--- src/rtl/if_stage.sv ---
// if_stage -- instruction fetch stage with IF/ID pipeline register.
//
// Holds the PC and drives it straight to instruction memory. The IF/ID
// register captures the fetched word one cycle later. A redirect (PCSrc)
// overrides any stall on both registers and turns IF/ID into a NOP bubble.
// Two saturating counters record how many edges were stall cycles and how
// many were redirect cycles.
//
// Ports:
//   clk            in   clock, rising edge
//   reset          in   synchronous active-high reset
//   PCwrite        in   1 = PC advances by 4, 0 = PC holds
//   IF_IDwrite     in   1 = IF/ID loads, 0 = IF/ID holds
//   PCSrc          in   1 = redirect to branch_target and flush IF/ID
//   branch_target  in   redirect address (low two bits are ignored)
//   inst_addr      out  current PC
//   inst_data      in   instruction word for inst_addr, same cycle
//   IF_ID_pc       out  PC of the instruction in IF/ID
//   IF_ID_pc4      out  IF_ID_pc + 4
//   IF_ID_inst     out  instruction in IF/ID
//   IF_ID_valid    out  1 = real instruction, 0 = bubble
//   stall_count    out  saturating count of stall edges
//   flush_count    out  saturating count of redirect edges
module if_stage #(
   parameter logic [31:0] RESET_PC = 32'h0000_0000,
   parameter logic [31:0] NOP      = 32'h0000_0013
) (
   input  logic        clk,
   input  logic        reset,
   input  logic        PCwrite,
   input  logic        IF_IDwrite,
   input  logic        PCSrc,
   input  logic [31:0] branch_target,
   output logic [31:0] inst_addr,
   input  logic [31:0] inst_data,
   output logic [31:0] IF_ID_pc,
   output logic [31:0] IF_ID_pc4,
   output logic [31:0] IF_ID_inst,
   output logic        IF_ID_valid,
   output logic [31:0] stall_count,
   output logic [31:0] flush_count
);

   logic [31:0] pc_q, pc_d;
   logic [31:0] pc_plus4;
   logic [31:0] ifid_pc_q, ifid_pc_d;
   logic [31:0] ifid_pc4_q, ifid_pc4_d;
   logic [31:0] ifid_inst_q, ifid_inst_d;
   logic        ifid_valid_q, ifid_valid_d;
   logic [31:0] stall_cnt_q, stall_cnt_d;
   logic [31:0] flush_cnt_q, flush_cnt_d;

   // 32-bit add wraps naturally at the top of the address space
   assign pc_plus4 = pc_q + 32'd4;

   // PC next state: redirect beats stall
   always_comb begin
      pc_d = pc_q;
      if (PCSrc)
         pc_d = {branch_target[31:2], 2'b00};
      else if (PCwrite)
         pc_d = pc_plus4;
   end

   // IF/ID next state: redirect flushes even when IF/ID is held
   always_comb begin
      ifid_pc_d    = ifid_pc_q;
      ifid_pc4_d   = ifid_pc4_q;
      ifid_inst_d  = ifid_inst_q;
      ifid_valid_d = ifid_valid_q;
      if (PCSrc) begin
         ifid_pc_d    = 32'd0;
         ifid_pc4_d   = 32'd4;
         ifid_inst_d  = NOP;
         ifid_valid_d = 1'b0;
      end else if (IF_IDwrite) begin
         ifid_pc_d    = pc_q;
         ifid_pc4_d   = pc_plus4;
         ifid_inst_d  = inst_data;
         ifid_valid_d = 1'b1;
      end
   end

   // Counters: a redirect edge is never also counted as a stall edge
   always_comb begin
      stall_cnt_d = stall_cnt_q;
      flush_cnt_d = flush_cnt_q;
      if (PCSrc) begin
         if (flush_cnt_q != 32'hFFFF_FFFF)
            flush_cnt_d = flush_cnt_q + 32'd1;
      end else if (!PCwrite) begin
         if (stall_cnt_q != 32'hFFFF_FFFF)
            stall_cnt_d = stall_cnt_q + 32'd1;
      end
   end

   always_ff @(posedge clk) begin
      if (reset) begin
         pc_q         <= RESET_PC;
         ifid_pc_q    <= 32'd0;
         ifid_pc4_q   <= 32'd4;
         ifid_inst_q  <= NOP;
         ifid_valid_q <= 1'b0;
         stall_cnt_q  <= 32'd0;
         flush_cnt_q  <= 32'd0;
      end else begin
         pc_q         <= pc_d;
         ifid_pc_q    <= ifid_pc_d;
         ifid_pc4_q   <= ifid_pc4_d;
         ifid_inst_q  <= ifid_inst_d;
         ifid_valid_q <= ifid_valid_d;
         stall_cnt_q  <= stall_cnt_d;
         flush_cnt_q  <= flush_cnt_d;
      end
   end

   assign inst_addr   = pc_q;
   assign IF_ID_pc    = ifid_pc_q;
   assign IF_ID_pc4   = ifid_pc4_q;
   assign IF_ID_inst  = ifid_inst_q;
   assign IF_ID_valid = ifid_valid_q;
   assign stall_count = stall_cnt_q;
   assign flush_count = flush_cnt_q;

endmodule

--- config.mk ---
export PLATFORM = sky130hd
export DESIGN_NAME = if_stage
export DESIGN_NICKNAME = d
export VERILOG_FILES = /design/src/rtl/if_stage.sv
export SDC_FILE = /design/constraint.sdc
export NUM_CORES = 1
export LEC_CHECK = 0
export CORE_UTILIZATION = 56
export CTS_CLUSTER_DIAMETER = 50
export DETAILED_ROUTE_END_ITERATION = 8
export DONT_BUFFER_PORTS = 1
export PLACE_DENSITY = 0.71
export SLEW_MARGIN = 5
export SYNTH_ARGS = -nofsm -noshare
export SYNTH_HDL_FRONTEND = slang
export SYNTH_SLANG_ARGS = --single-unit
--- constraint.sdc ---
create_clock -name clk -period 6.8 [get_ports clk]
set_clock_uncertainty 0.05 [all_clocks]
set_input_delay 0.68 -clock clk [delete_from_list [all_inputs] [get_ports clk]]
set_output_delay 0.68 -clock clk [all_outputs]
set_load 0.02 [all_outputs]
Word-level counts from Yosys, hierarchy flattened
Cells that the tools add are included.

Register bits after elaboration: 193. Input port bits: 69. Output and inout port bits: 193.

Add/sub/neg operators: 3. Eq/ne operators: 2. Muxes and demuxes: 2. Bitwise operators: 2. Reductions and logical operators: 4.

Operator list (number): $add 32x1->32 const B (2); $mux 32 (2); $ne 32x32->1 const B (2); $add 32x3->32 const B (1); $reduce_and 3->1 (1); $not 1->1 (2); $reduce_and 2->1 (1); $reduce_bool 2->1 (1); $reduce_or 2->1 (1).

Logic depth before layout (Yosys ltp)
Gate-level depths: netlist of run 1.

Word-level depth: 3. Depth in mapped cells: 9. Mapped depth without buffers: 6.

Worst setup path after synthesis of run 1
No wires, ideal clock.

Path kind: in2reg. Start: input port PCSrc. End: register stall_cnt_q[31], in the netlist stall_count[31]. Arrival time: 2173 ps. Required time: 6627 ps. Slack: 4454 ps. Cell stages on the path: 5. Buffers on the path: 0. Cell sequence: or2_2 > nor4_2 > o31ai_1 > or4_1 > mux2_1.

Word-level cells in the longest chain between the ends: 2.

RTL lines: start: declaration (line 32) `input logic PCSrc,`; $not 1->1 (no line); $reduce_and 3->1 (no line); end signal: assignment (line 112) `stall_cnt_q <= stall_cnt_d;`; end: declaration (line 50) `logic [31:0] stall_cnt_q, stall_cnt_d;`.

No other way between the ends. A chain may end at the register's enable or synchronous reset.

Worst setup path after layout of run 1
Start: register pc_q[4], in the netlist inst_addr[4]. End: register pc_q[25], in the netlist inst_addr[25].

Word-level cells in the longest chain between the ends: 3.

RTL lines: start: declaration (line 44) `logic [31:0] pc_q, pc_d;`; start signal: assignment (line 107) `pc_q <= pc_d;`; $add 32x3->32 (line 54) `assign pc_plus4 = pc_q + 32'd4;`; $mux 32 (line 61) `else if (PCwrite)`; $mux 32 (line 59) `if (PCSrc)`.

No other way between the ends. The select of a mux whose other input is x is not followed.

==> impl_metrics.env, run 1 <==
export IMPL_synth_cells=995
export IMPL_cts_sinks=187
export IMPL_synth_area_leaders="dfxtp_1, mux2i_1, nor2_1, xnor2_1, a211oi_1"
export IMPL_yosysWarnings=0
export IMPL_drc=0
export IMPL_finalHoldViolCount=0
export IMPL_hold_depth=1
export IMPL_synthXorXnorAreaFrac=0.0695
export IMPL_status="complete, no violations"
export IMPL_io_pins=262
export IMPL_start_util=0.574
export IMPL_rsz0062_at_grt="false"
export IMPL_tightest_slew_ps=934
export IMPL_cts_resized=0
export IMPL_wl_per_cell_um=18.2
export IMPL_die_h_um=127
export IMPL_setup_slack_ps=3850
export IMPL_layout_drive_gt1_share=0.0587
export IMPL_overflow=0
export IMPL_coreArea_um2=15100
export IMPL_powerDensity_nw_per_um2=252
export IMPL_slew_headroom=0.377
export IMPL_antenna_left=0
export IMPL_grt_max_degree=123
export IMPL_critPathCaptureType="register"
export IMPL_setup_viol=0
export IMPL_vias=6929
export IMPL_cts_buffer_depth=2
export IMPL_hpwlAfterDp_mm=14.2
export IMPL_final_core_util=0.608
export IMPL_synth_simple_area_share=0.240
export IMPL_max_freq_mhz=339
export IMPL_cp_required_ps=7090
export IMPL_die_x_um=127
export IMPL_cts_setup_buffers=0
export IMPL_port_buffers=0
export IMPL_crit_arrival_ps=3240
export IMPL_clk_pin_slew_ps=70
export IMPL_min_path_type="in -> reg"
export IMPL_rows=45
export IMPL_final_cell_mix="dfxtp_1, nor2_1, mux2i_1"
export IMPL_routabilityCongestion=0.823
export IMPL_start_kind="register"
export IMPL_n_fill_cell=1376
export IMPL_grt_pass1_vias=6208
export IMPL_ff2ff_path_depth=5
export IMPL_ys_ff_latch=187
export IMPL_synth_compound_area_frac=0.117
export IMPL_grt_use_total=0.258
export IMPL_p_leak_nw=3.18
export IMPL_clockRootBuffer="clkbuf_16"
export IMPL_final_setup_tns_ps=0
export IMPL_crit_path_max_fanout=16
export IMPL_cts_inserted_buffers=17
export IMPL_syn_area_um2=8690
export IMPL_antenna_found_initial=0
export IMPL_area_delta_synth_final_pct=5.93
export IMPL_path_cells="and4_1 -> or4b_1 -> nor4_2 -> xnor2_1 -> a211oi_1"
export IMPL_drtIter0Drc=435
export IMPL_syn_area_per_cell_um2=8.73
export IMPL_ys_types=52
export IMPL_yosys_area_top_type="dfxtp_1"
export IMPL_postCtsHoldBufs=0
export IMPL_clock_latency_ps=440
export IMPL_pre_cts_ws_ps=3930
export IMPL_synth_top_family_by_area="simple AND/OR/NAND/NOR gates"
export IMPL_synth_seq_area_share=0.431
export IMPL_cp_slowest_cell="or4b_1"
export IMPL_whs_ps=265
export IMPL_diodes=0
export IMPL_cts_tree="yes"
export IMPL_h_tree_depth=4
export IMPL_synth_edf_count=0
export IMPL_grt_first_pass_wirelength_mm=32.8
export IMPL_avgViaCountPerCell=6.07
export IMPL_finalWirelength_mm=20.8
export IMPL_synthMuxAreaShare=0.0877
export IMPL_setup_worst_path_class="reg -> reg"
export IMPL_layout_commonest_cell="dfxtp_1"
export IMPL_cap_violations=0
export IMPL_dieArea_um2=16000
export IMPL_critPathMaxStageDelay_ps=890
export IMPL_yosysTopAreaCellShare=0.431
export IMPL_synth_fa_ha_area_frac=0.00432
export IMPL_synthArstFlopShare=0
export IMPL_min_period_over_period=0.433
export IMPL_fin_crit_ps=2950
export IMPL_drtPass1Iterations=4
export IMPL_ys_flop_type="dfxtp_1"
export IMPL_power_ir_vdd_worst_mv=0.167
export IMPL_report_final_slew_viol_count=0
export IMPL_nNetsFinal=1013
## final timing paths
check	slack (ps)	from	end
max	3850	inst_addr[4]	inst_addr[25]
min	260	reset	flush_count[17]
max reg2reg	3850	inst_addr[4]	inst_addr[25]
min reg2reg	530	IF_ID_valid	IF_ID_valid
## flip-flops by register name, summed over array words and instances (netlist names)
signal       count
IF_ID_pc        30
stall_count     32
IF_ID_inst      32
IF_ID_valid      1
inst_addr       30
IF_ID_pc4       30
flush_count     32
## worst max-delay path: cells and delay by family, from the launching register on
kind                      cells  cell delay, ps
AOI/OAI and AO/OA             1             260
xor gates and xnor gates      1             110
DFF                           1             670
and+or+nand+nor               3            1750
## logic make-up (layout without fill, tap and decap cells)
family,count (synthesis),in the layout
multiplexers,75,75
XOR/XNOR,69,69
AO/OA/AOI/OAI,164,164
buffers and inverters,98,52
adder cells (fa/ha/maj),3,3
AND/OR/NAND/NOR,398,398
other,1,6
flip-flops,187,187
## routing by layer
layer / global-route usage / wire length [µm]
met1: 0.310 / 8710
met2: 0.422 / 9700
met3: 0.0995 / 2000
met4: 0.0921 / 422
met5: 0 / 0
## metrics by stage
stage | area, µm² | instances | power (mW)
after floorplan | 8710 | 1000 | 1.33
after global placement | 8610 | 1110 | 1.33
after detailed placement | 8610 | 1110 | 1.33
after CTS | 9210 | 1142 | 2.34
after global routing | 9210 | 1142 | 2.41
final | 9210 | 1142 | 2.32
## where the power goes
part,leakage [nW],internal [mW],switching [mW]
Clock,0.285,0.581,0.434
Combinational,1.37,0.0477,0.0495
Sequential,1.52,1.13,0.0839
Total,3.18,1.75,0.568
## layout make-up
| cell class | count | area, µm² | area share |
|---|---|---|---|
| clock buffers | 19 | 433 | 0.0470 |
| clock inverters | 13 | 163 | 0.0177 |
| inverters | 15 | 56.3 | 0.00612 |
| multi-input cells | 715 | 4540 | 0.493 |
| flip-flops and latches | 187 | 3740 | 0.407 |
| well taps | 188 | 235 | 0.0256 |
| repair buffers | 5 | 37.5 | 0.00408 |
## cell usage after synthesis (all sizes together), types with 28 or more instances
cell type  number
o21ai          38
nand4          35
nor2          152
dfxtp         187
buf            28
a211oi         40
nand2          48
clkbuf         55
a21oi          53
xnor2          42
nand3          41
mux2i          66
Note: power is estimated with default switching activity, not from simulation.
==> run 2, diff against run 1 <==
PLACE_DENSITY = 0.74   (was 0.71)
clock period = 2.5 ns   (was 6.8 ns; I/O delays follow)
==> run 2 against run 1 <==
Combinational power rose to 6.8 times the previous value. Routed wire length up 25%. Sequential power rose to 2.6 times the previous value. Die area stayed put. Flip-flop and latch count unchanged. Global-route usage grew 6.6 points. Highest routed layer unchanged.
==> impl_metrics.env, run 2 (synthesis gave the netlist of run 1 again) <==
export IMPL_overflow=0
export IMPL_vias=8040
export IMPL_drtIter0Drc=536
export IMPL_fin_crit_ps=2270
export IMPL_finalHoldViolCount=0
export IMPL_rows=45
export IMPL_grt_pass1_vias=7804
export IMPL_tightest_slew_ps=926
export IMPL_cts_setup_buffers=0
export IMPL_grt_first_pass_wirelength_mm=41.1
export IMPL_crit_arrival_ps=2560
export IMPL_die_x_um=127
export IMPL_layout_commonest_cell="dfxtp_1"
export IMPL_drtPass1Iterations=5
export IMPL_n_fill_cell=1097
export IMPL_io_pins=262
export IMPL_clockRootBuffer="clkbuf_16"
export IMPL_cp_common_cell="buf_4"
export IMPL_diodes=0
export IMPL_start_kind="register"
export IMPL_min_period_over_period=0.909
export IMPL_critPathCaptureType="register"
export IMPL_crit_end="inst_addr[31]"
export IMPL_slew_headroom=0.383
export IMPL_powerDensity_nw_per_um2=586
export IMPL_startpoint="inst_addr[2]"
export IMPL_min_path_type="in -> reg"
export IMPL_p_leak_nw=4.10
export IMPL_cts_tree="yes"
export IMPL_cap_violations=0
export IMPL_ff2ff_path_depth=7
export IMPL_setup_viol=0
export IMPL_clk_pin_slew_ps=70
export IMPL_final_core_util=0.725
export IMPL_whs_ps=13.1
export IMPL_port_buffers=0
export IMPL_path_cells="buf_4 -> and4_1 -> or4b_1 -> buf_4 -> nor4_2 -> xnor2_1 -> a211oi_1"
export IMPL_finalWirelength_mm=26.0
export IMPL_final_setup_tns_ps=0
export IMPL_rr_startpoint="inst_addr[2]"
export IMPL_final_cell_mix="dfxtp_1, nor2_1, dlygate4sd3_1"
export IMPL_dieArea_um2=16000
export IMPL_placed_cells=1193
export IMPL_reg2reg_slack_ps=230
export IMPL_grt_use_total=0.325
export IMPL_start_util=0.574
export IMPL_nNetsFinal=1208
export IMPL_cts_inserted_buffers=17
export IMPL_drc=0
export IMPL_antenna_left=0
export IMPL_status="complete, no violations"
export IMPL_clock_latency_ps=430
export IMPL_h_tree_depth=4
export IMPL_wl_per_cell_um=19.4
export IMPL_cp_slowest_cell="or4b_1"
export IMPL_coreArea_um2=15100
export IMPL_cp_required_ps=2780
export IMPL_crit_path_max_fanout=16
export IMPL_cts_buffer_depth=2
export IMPL_setup_slack_ps=227
export IMPL_max_freq_mhz=440
export IMPL_fin_cells=1337
export IMPL_pre_cts_ws_ps=218
export IMPL_antenna_found_initial=0
export IMPL_area_delta_synth_final_pct=26.3
export IMPL_r2r_end="inst_addr[31]"
export IMPL_routabilityCongestion=0.891
export IMPL_report_final_slew_viol_count=0
export IMPL_power_ir_vdd_worst_mv=0.458
export IMPL_avgViaCountPerCell=6.01
export IMPL_cts_sinks=187
export IMPL_rsz0062_at_grt="false"
export IMPL_grt_max_degree=92
export IMPL_layout_drive_gt1_share=0.126
export IMPL_hpwlAfterDp_mm=15.5
export IMPL_critPathMaxStageDelay_ps=460
export IMPL_setup_worst_path_class="reg -> reg"
export IMPL_die_h_um=127
run 2: power by group:
| group | internal, mW | switching [mW] |
|---|---|---|
| Sequential | 3.06 | 0.136 |
| Combinational | 0.303 | 0.355 |
| Clock | 1.31 | 1.27 |
run 2: critical path: cells and delay by family (launching register included):
family	cells	cell delay (ps)
buffers and inverters	2	450
XOR/XNOR	1	110
AND/OR/NAND/NOR	3	940
AO/OA/AOI/OAI	1	280
flip-flops	1	340
run 2: how the worst min path moves through the flow:
stage                           start              end  cells after the start
floorplan                inst_data[0]    IF_ID_inst[0]                      2
global placement                reset  stall_count[27]                      1
detailed placement              reset  stall_count[17]                      1
CTS                 branch_target[30]    inst_addr[30]                      2
global route                    reset  flush_count[25]                      2
finish                          reset  flush_count[25]                      2
run 2: repair_timing:
| item | in CTS | in global routing |
|---|---|---|
| hold buffers | 112 | 0 |
| gates resized for setup | 0 | 3 |
| endpoints found under the setup margin | 0 | 2 |
| endpoints found under the hold margin | 183 | 0 |
run 2: cell type report:
class / instances / area (µm²) / share of cell area
clock inverter: 15 / 134 / 0.0122
timing repair buffer: 200 / 1830 / 0.167
multi-input combinational: 715 / 4550 / 0.414
inverter: 15 / 56.3 / 0.00513
sequential: 187 / 3740 / 0.341
clock buffer: 17 / 425 / 0.0388
tap: 188 / 235 / 0.0214
run 2: routing by layer:
layer,vias to the layer above,track usage,share of wire
li1,3813,-,-
met1,3811,0.378,0.39
met2,353,0.542,0.48
met3,63,0.110,0.099
met4,0,0.143,0.028
met5,-,0,0
run 2: metrics by stage:
stage                     instance area [µm²]  power [mW]
after floorplan                          8710        3.63
after global placement                   9250        3.67
after detailed placement                 9250        3.68
after CTS                               11000        6.42
after global routing                    11000        6.64
final                                   11000        6.43
==> run 3, diff against run 2 <==
GPL_TIMING_DRIVEN = 0   (was default)
==> run 3 against run 2 <==
Utilization fell by 4.3 points. Sequential share of layout area rose by 2.5 points. Design area fell by 6.0%. Flip-flop and latch count did not move. Critical path depth fell by 2. Worst hold slack improved by 220 ps. First-iteration DRC count fell by 19%. Via count fell by 1.6%. Maximum frequency fell by 5.1%. Clock power rose by 2%. Routed wire length fell by 0.79%. Total power barely moved. Largest cell class unchanged.
==> impl_metrics.env, run 3 (synthesis gave the netlist of run 1 again) <==
export IMPL_status="complete, no violations"
export IMPL_cts_inserted_buffers=17
export IMPL_nNetsFinal=1155
export IMPL_rr_startpoint="stall_count[6]"
export IMPL_routabilityCongestion=0.883
export IMPL_start_util=0.574
export IMPL_powerDensity_nw_per_um2=624
export IMPL_setup_worst_path_class="reg -> reg"
export IMPL_cts_tree="yes"
export IMPL_h_tree_depth=4
export IMPL_final_core_util=0.681
export IMPL_cap_violations=0
export IMPL_p_leak_nw=3.71
export IMPL_crit_arrival_ps=2650
export IMPL_seq_area_um2=3780
export IMPL_die_h_um=127
export IMPL_wl_per_cell_um=20.1
export IMPL_pre_cts_ws_ps=-552
export IMPL_finalWirelength_mm=25.8
export IMPL_ff2ff_path_depth=5
export IMPL_avgViaCountPerCell=6.16
export IMPL_crit_path_max_fanout=7
export IMPL_io_pins=262
export IMPL_die_x_um=127
export IMPL_min_from="PCwrite"
export IMPL_clockRootBuffer="clkbuf_16"
export IMPL_drtIter0Drc=434
export IMPL_min_path_type="in -> reg"
export IMPL_reg2reg_slack_ps=110
export IMPL_rows=45
export IMPL_start_kind="register"
export IMPL_hpwlAfterDp_mm=17.7
export IMPL_area_delta_synth_final_pct=18.8
export IMPL_port_buffers=0
export IMPL_cts_buffer_depth=2
export IMPL_setup_viol=0
export IMPL_critPathCaptureType="register"
export IMPL_cts_sinks=187
export IMPL_power_ir_vdd_worst_mv=0.463
export IMPL_max_freq_mhz=418
export IMPL_cp_slowest_cell="dfxtp_1"
export IMPL_grt_first_pass_wirelength_mm=40.4
export IMPL_final_setup_tns_ps=0
export IMPL_coreArea_um2=15100
export IMPL_drtPass1Iterations=7
export IMPL_n_fill_cell=1239
export IMPL_grt_pass1_vias=7547
export IMPL_setup_slack_ps=106
export IMPL_drc=0
export IMPL_path_cells="nand4_1 -> nor4_4 -> o31ai_2 -> or4_1 -> mux2_1"
export IMPL_power_total_mw=6.44
export IMPL_min_period_over_period=0.958
export IMPL_layout_drive_gt1_share=0.109
export IMPL_layout_commonest_cell="dfxtp_1"
export IMPL_grt_max_degree=17
export IMPL_report_final_slew_viol_count=0
export IMPL_grt_use_total=0.322
export IMPL_clk_pin_slew_ps=70
export IMPL_cp_required_ps=2750
export IMPL_hold_end="stall_count[29]"
export IMPL_hold_depth=5
export IMPL_antenna_found_initial=0
export IMPL_clock_latency_ps=420
export IMPL_vias=7909
export IMPL_multi_input_area_um2=4630
export IMPL_final_cell_mix="dfxtp_1, nor2_1, mux2i_1"
export IMPL_overflow=0
export IMPL_critPathMaxStageDelay_ps=570
export IMPL_finalHoldViolCount=0
export IMPL_slew_headroom=0.439
export IMPL_fin_crit_ps=2390
export IMPL_tightest_slew_ps=842
export IMPL_dieArea_um2=16000
export IMPL_r2r_end="stall_count[31]"
export IMPL_antenna_left=0
==> run 3: critical path, delay by kind of cell (launching register included) <==
kind               cells  cell delay, ps
and+or+nand+nor        3            1160
muxes                  1             320
DFF                    1             570
AOI/OAI and AO/OA      1             190
==> run 3: worst max-delay path by stage <==
stage,cells after the start,endpoint,startpoint
5_1_grt,5,stall_count[31],stall_count[2]
4_1_cts,7,inst_addr[31],inst_addr[9]
3_5_place_dp,7,inst_addr[22],inst_addr[2]
2_1_floorplan,8,flush_count[25],flush_count[0]
6_report,5,stall_count[31],stall_count[6]
3_3_place_gp,7,inst_addr[22],inst_addr[2]
==> run 3: layout make-up <==
class | instances | share of cell area
antenna | 1 | 0.000242
clock inverter | 8 | 0.00837
inverter | 15 | 0.00546
buffer | 81 | 0.0373
timing repair buffer | 66 | 0.0630
tap | 188 | 0.0228
multi-input combinational | 715 | 0.449
clock buffer | 23 | 0.0473
sequential | 187 | 0.366
==> run 3: power breakdown <==
group          internal (mW)  switching [mW]  total [mW]
Sequential              3.06           0.200        3.26
Clock                   1.48            1.15        2.63
Combinational          0.226           0.315       0.541
Total                   4.78            1.66        6.44
==> run 3: timing repair <==
item	CTS	global route
hold buffers	62	0
resized for setup	16	44
pin swaps	1	2
endpoints found under the setup margin	51	48
hold endpoints to repair	62	0
buffers inserted	2	2
cloned	0	0
==> run 3: per-stage QoR <==
step	hold WS (ps)	cell area [µm²]	std cells
3_5_place_dp	342	8940	1188
6_report	237	10300	1284
5_1_grt	273	10300	1283
3_3_place_gp	335	8940	1188
2_1_floorplan	329	8710	1000
4_1_cts	207	10200	1282
==> run 3: layer usage <==
metal,global-route usage,up-vias,part of all wire
li1,-,3716,-
met1,0.377,3809,0.40
met2,0.551,334,0.49
met3,0.0962,50,0.085
met4,0.133,0,0.025
met5,0,-,0
